[src/rtl/vga_ctrl_pkg.sv]
// Shared definitions for the VGA source-select path: state encoding and the
// default timing constants used by both the button counter and the selector.
package vga_ctrl_pkg;

  localparam logic [1:0] IDLE     = 2'd0;
  localparam logic [1:0] BLANK    = 2'd1;
  localparam logic [1:0] SETTLE   = 2'd2;
  localparam logic [1:0] WAIT_REL = 2'd3;

  typedef enum logic [1:0] {
    ST_IDLE     = IDLE,
    ST_BLANK    = BLANK,
    ST_SETTLE   = SETTLE,
    ST_WAIT_REL = WAIT_REL
  } vga_state_e;

  localparam int VGA_SW_GAP  = 64;
  localparam int VGA_NUM_SRC = 2;

endpackage

[src/rtl/vga_gap_timer.sv]
// Guard-interval down-counter: start loads GAP-1, done is high once the count
// has drained, so a started interval reports done on its GAP-th cycle.
module vga_gap_timer #(
  parameter int GAP = 64
) (
  input  logic clk_i,
  input  logic rst_ni,
  input  logic start_i,
  output logic done_o
);

  localparam int CW = $clog2(GAP + 1);

  logic [CW-1:0] cnt_q;
  logic [CW-1:0] cnt_d;

  always_comb begin
    cnt_d = cnt_q;
    if (start_i) begin
      cnt_d = CW'(GAP - 1);
    end else if (cnt_q != '0) begin
      cnt_d = cnt_q - CW'(1);
    end
  end

  always_ff @(posedge clk_i) begin
    if (!rst_ni) begin
      cnt_q <= '0;
    end else begin
      cnt_q <= cnt_d;
    end
  end

  assign done_o = (cnt_q == '0);

endmodule

[src/rtl/vga_src_sel_ctrl.sv]
// VGA source selector: each qualified press advances the source index, with
// the output blanked for a guard interval on both sides of the change.
//
// state    | meaning
// IDLE     | output live, waiting for a fresh press
// BLANK    | output blanked, old source still selected
// SETTLE   | output blanked, new source selected
// WAIT_REL | switch done, waiting for the press to be released
module vga_src_sel_ctrl
  import vga_ctrl_pkg::*;
#(
  parameter  int NUM_SRC = VGA_NUM_SRC,
  parameter  int SW_GAP  = VGA_SW_GAP,
  localparam int SEL_W   = (NUM_SRC > 1) ? $clog2(NUM_SRC) : 1
) (
  input  logic             i_clk_32k,
  input  logic             i_rst_n,
  input  logic             i_vga_btn_cnt_en,
  input  logic             i_vga_src_lock,
  output logic [SEL_W-1:0] o_vga_sel,
  output logic             o_vga_oe,
  output logic             o_vga_busy,
  output logic             o_vga_sw_pulse
);

  localparam logic [SEL_W-1:0] SEL_LAST = SEL_W'(NUM_SRC - 1);

  vga_state_e       state_q;
  logic [SEL_W-1:0] sel_q;
  logic             oe_q;
  logic             busy_q;
  logic             pulse_q;
  logic             en_prev_q;

  logic rise;
  logic gap_start;
  logic gap_done;

  assign rise      = i_vga_btn_cnt_en & ~en_prev_q;
  assign gap_start = ((state_q == ST_IDLE) & rise & ~i_vga_src_lock) |
                     ((state_q == ST_BLANK) & gap_done);

  vga_gap_timer #(
    .GAP (SW_GAP)
  ) u_gap_timer (
    .clk_i   (i_clk_32k),
    .rst_ni  (i_rst_n),
    .start_i (gap_start),
    .done_o  (gap_done)
  );

  // en_prev_q resets high so a press already held at reset release is ignored.
  always_ff @(posedge i_clk_32k) begin
    if (!i_rst_n) begin
      state_q   <= ST_IDLE;
      sel_q     <= '0;
      oe_q      <= 1'b1;
      busy_q    <= 1'b0;
      pulse_q   <= 1'b0;
      en_prev_q <= 1'b1;
    end else begin
      en_prev_q <= i_vga_btn_cnt_en;
      pulse_q   <= 1'b0;
      case (state_q)
        ST_IDLE: begin
          if (rise && !i_vga_src_lock) begin
            state_q <= ST_BLANK;
            oe_q    <= 1'b0;
            busy_q  <= 1'b1;
          end
        end
        ST_BLANK: begin
          if (gap_done) begin
            sel_q   <= (sel_q == SEL_LAST) ? '0 : sel_q + SEL_W'(1);
            state_q <= ST_SETTLE;
          end
        end
        ST_SETTLE: begin
          if (gap_done) begin
            oe_q    <= 1'b1;
            busy_q  <= 1'b0;
            pulse_q <= 1'b1;
            state_q <= ST_WAIT_REL;
          end
        end
        ST_WAIT_REL: begin
          if (!i_vga_btn_cnt_en) begin
            state_q <= ST_IDLE;
          end
        end
        default: begin
          state_q <= ST_IDLE;
          oe_q    <= 1'b1;
          busy_q  <= 1'b0;
        end
      endcase
    end
  end

  assign o_vga_sel      = sel_q;
  assign o_vga_oe       = oe_q;
  assign o_vga_busy     = busy_q;
  assign o_vga_sw_pulse = pulse_q;

endmodule

[config.mk]
export PLATFORM = sky130hd
export DESIGN_NAME = vga_src_sel_ctrl
export DESIGN_NICKNAME = d
export VERILOG_FILES = /design/src/rtl/vga_ctrl_pkg.sv /design/src/rtl/vga_gap_timer.sv /design/src/rtl/vga_src_sel_ctrl.sv
export SDC_FILE = /design/constraint.sdc
export NUM_CORES = 1
export LEC_CHECK = 0
export ABC_AREA = 1
export CAP_MARGIN = 20
export CORE_MARGIN = 5
export CORE_UTILIZATION = 30
export CTS_CLUSTER_DIAMETER = 80
export DETAILED_ROUTE_END_ITERATION = 8
export PLACE_DENSITY_LB_ADDON = 0.1
export SETUP_SLACK_MARGIN = 0.1
export SYNTH_ARGS = -nofsm -noshare
export SYNTH_HDL_FRONTEND = slang
export SYNTH_SLANG_ARGS = --single-unit
[constraint.sdc]
create_clock -name i_clk_32k -period 1.7 [get_ports i_clk_32k]
set_input_delay 0.425 -clock i_clk_32k [delete_from_list [all_inputs] [get_ports i_clk_32k]]
set_output_delay 0.425 -clock i_clk_32k [all_outputs]
set_load 0.02 [all_outputs]
==> results.md <==
- Post-synthesis async set-or-reset flop share: 0%
- Dpl cells: 140
- Rows: 18
- R2R Setup Slk: 200 ps
- Critical Path End Type: flop
- RR Startpoint: u_gap_timer.cnt_q[0]
- CP Class: reg -> reg
- Net Sw Frac: 44.0%
- PwrDens: 1760 nW/um^2
- Worst-skew pair later-pin latency: 260 ps
- CTS tree: yes
- Post-layout min period: 1500 ps
- Cell variety after synth: 20
- Number of CTS-inserted buffers: 3
- Antenna Cells: 0
- Arrival time worst endpoint: 1650 ps
- Synthesized cell area: 763 um^2
- Cell count after synthesis: 101
- GRT Overall Usage: 9.23%
- Worst slew margin: 75.4%
- Area of the multi-input gates: 432 um^2
- Core area: 2450 um^2
- Most common library cells after synthesis: 19 x nand2_1, 15 x nor2_1, 14 x dfxtp_1, 14 x inv_1, 7 x ha_1
- Synth-to-Final Area Change: 23.4%
- VDD IR max: 682 uV
- Chip Width: 60.4 um
- Fin crit share: 87.9%
- Synth warn: 0
- Seq/Total Area, Yosys: 36.7%
- Hold Crit Class: reg -> reg
- FF+latch area: 280 um^2
- Status: finished, final reports clean
- Vias in the first global route: 611
- Top_reg_cell synth: dfxtp_1
- Post-DP HPWL: 1.19 mm
- Drt drc: 0
- DR iter-0 viols: 8
- Clock skew: 0.703 ps
- # setup viols final: 0
- Combinational power share: 58.6%
- Reg2reg path depth: 9
- H-tree Lvls: 1
- Fin nets: 129
- Max-cap viol count: 0
- RSZ-0062 raised after global routing: false
- Clock Power Share: 10.5%
- Hold_sp: o_vga_busy
- Slew @ Worst Pin: 366 ps
- Critical Path RT: 1860 ps
- Pint: 0.926 mW
- Total number of vias: 640
- Final Hold Fails: 0
- Hold Path End: o_vga_busy
- Dominant cells by area after synthesis: dfxtp_1 37%, ha_1 11%, nand2_1 9.3%, nor2_1 7.4%, inv_1 6.9%
- EDFF count, synth: 0
- Synth top area share: 36.7%
- Seq cells post-synth: 14
- Overflow after GRT: 0
- Initial antenna violation count: 0
- Die H: 60.4 um
- Average cell area after synthesis: 7.56 um^2
- I/O pin count: 8
- Area leader, netlist: dfxtp_1
- Filler cell count: 272
- Pins Over Slew Limit: 0
- Clk sinks: 14
- Post-route setup TNS: 0 ps
- CP startpoint kind: flop
- Most common cell in the netlist: nand2_1
- Worst-path clk slew: 70 ps
- Initial core utilization: 31.1%
- NetSw: 0.729 mW
- First-pass DRT Iterations: 2
- Global-route wire length before repair: 2.44 mm
- Max Fclk: 669 MHz
- Share of power burned in registers: 30.9%
- GP Congestion: 0.724
- Drt via density: 4.38
- Total wire length: 1.47 mm
- Largest net degree at the start of global routing: 11
- Routed len/inst: 10.1 um
- Post-route ant nets: 0
- Bufs on Longest Clock Path: 2
- Synth Net Count: 112
- Fin worst setup slack: 205 ps
- Die area: 3650 um^2
- Port Buffers: 7
- Hold buffers post-CTS: 0
- Root buffer cell: clkbuf_4
- Lkg Pwr: 0.458 nW
- Post-Layout Cell Count: 146
- Crit path max fanout: 8
- Pre-CTS setup slack: 7.72 ps
- Critical R2R Capture: u_gap_timer.cnt_q[3]
- Worst hold path depth: 2
- Layout cell share with drive strength beyond 1: 14.7%
## power by group through the flow
| stage | registers, mW | logic [mW] | clock network, mW |
|---|---|---|---|
| after global placement | 0.519 | 0.881 | 0 |
| after detailed placement | 0.521 | 0.893 | 0 |
| after global routing | 0.526 | 1.11 | 0.199 |
| final | 0.512 | 0.969 | 0.174 |
| after CTS | 0.512 | 0.889 | 0.185 |
| after floorplan | 0.526 | 0.692 | 0 |
## placed cells by master, fill, tap and decap left out
master and n:
a21oi_4 1, nor2_4 2, clkbuf_4 3, nand3_4 1
nand3b_1 1, a31oi_1 1, buf_4 6, nor2_2 2
nand3_1 5, a21oi_1 5, dlygate4sd2_1 4, xnor2_1 2
clkinv_1 2, ha_1 7, or2_2 1, nand3_2 1
clkdlybuf4s50_1 3, o21ai_1 1, xor2_1 3, nor2_1 14
nand2_1 19, nor3_1 3, inv_1 14, dfxtp_1 14
o211ai_1 1
## state kept, by name (all words and copies together), names as in the netlist
register           flops
o_vga_sel              1
o_vga_busy             1
u_gap_timer.cnt_q      7
o_vga_oe               1
en_prev_q              1
o_vga_sw_pulse         1
state_q                2
## how the worst max path moves through the flow
stage                                    start                   end  slack [ps]  cells after the start
after floorplan           u_gap_timer.cnt_q[0]  u_gap_timer.cnt_q[3]         400                      9
after global placement          i_vga_src_lock  u_gap_timer.cnt_q[4]          40                      8
after detailed placement        i_vga_src_lock  u_gap_timer.cnt_q[4]           8                      8
after CTS                 u_gap_timer.cnt_q[0]  u_gap_timer.cnt_q[4]         110                     10
after global routing                state_q[0]  u_gap_timer.cnt_q[4]         100                      8
final                     u_gap_timer.cnt_q[0]  u_gap_timer.cnt_q[3]         200                      9
## per-stage QoR
step | hold slack, ps | util [%] | instance area (um^2) | power (mW)
after floorplan | 496 | - | 763 | 1.22
after global placement | 456 | 35.9 | 882 | 1.40
after detailed placement | 460 | 35.9 | 882 | 1.41
after CTS | 468 | 36.6 | 900 | 1.59
after global routing | 515 | 38.4 | 942 | 1.83
final | 461 | 38.4 | 942 | 1.65
## worst max-delay path: stages (launching register included)
cell     delay [ps]
dfxtp_1         310
inv_1           110
ha_1            160
inv_1            50
nor2_2          120
nand3_4         150
buf_4           180
nand2_1          60
xor2_1          160
a21oi_1          90
## cells by family after synthesis
logic type               count (synthesis)  synth area share, %
AND/OR/NAND/NOR                         49                 28.9
XOR/XNOR                                 5                 5.74
buffers and inverters                   17                 9.34
adder cells (fa/ha/maj)                  7                 11.5
AO/OA/AOI/OAI                            9                 7.87
flip-flops                              14                 36.7
## what timing repair did
action,in CTS,in global routing
hold endpoints to repair,0,0
setup endpoints to repair,4,10
pin swaps,0,1
setup buffers,0,3
gates resized for setup,4,4
## metal layers
metal | track usage, % | share of wire (%) | vias up
met2 | 16.4 | 51 | 4
met5 | 0 | 0 | -
met1 | 9.66 | 45 | 289
met3 | 3.19 | 2.2 | 4
met4 | 4.64 | 1.8 | 0
li1 | - | - | 343
## final cells by class
| type | instances | area share [%] |
|---|---|---|
| Multi-Input combinational cell | 70 | 45.8 |
| Clock buffer | 3 | 2.39 |
| Tap cell | 30 | 3.98 |
| Sequential cell | 14 | 29.7 |
| Timing Repair Buffer | 13 | 11.7 |
| Inverter | 16 | 6.37 |
No activity file was read; power rests on OpenSTA's default activity.
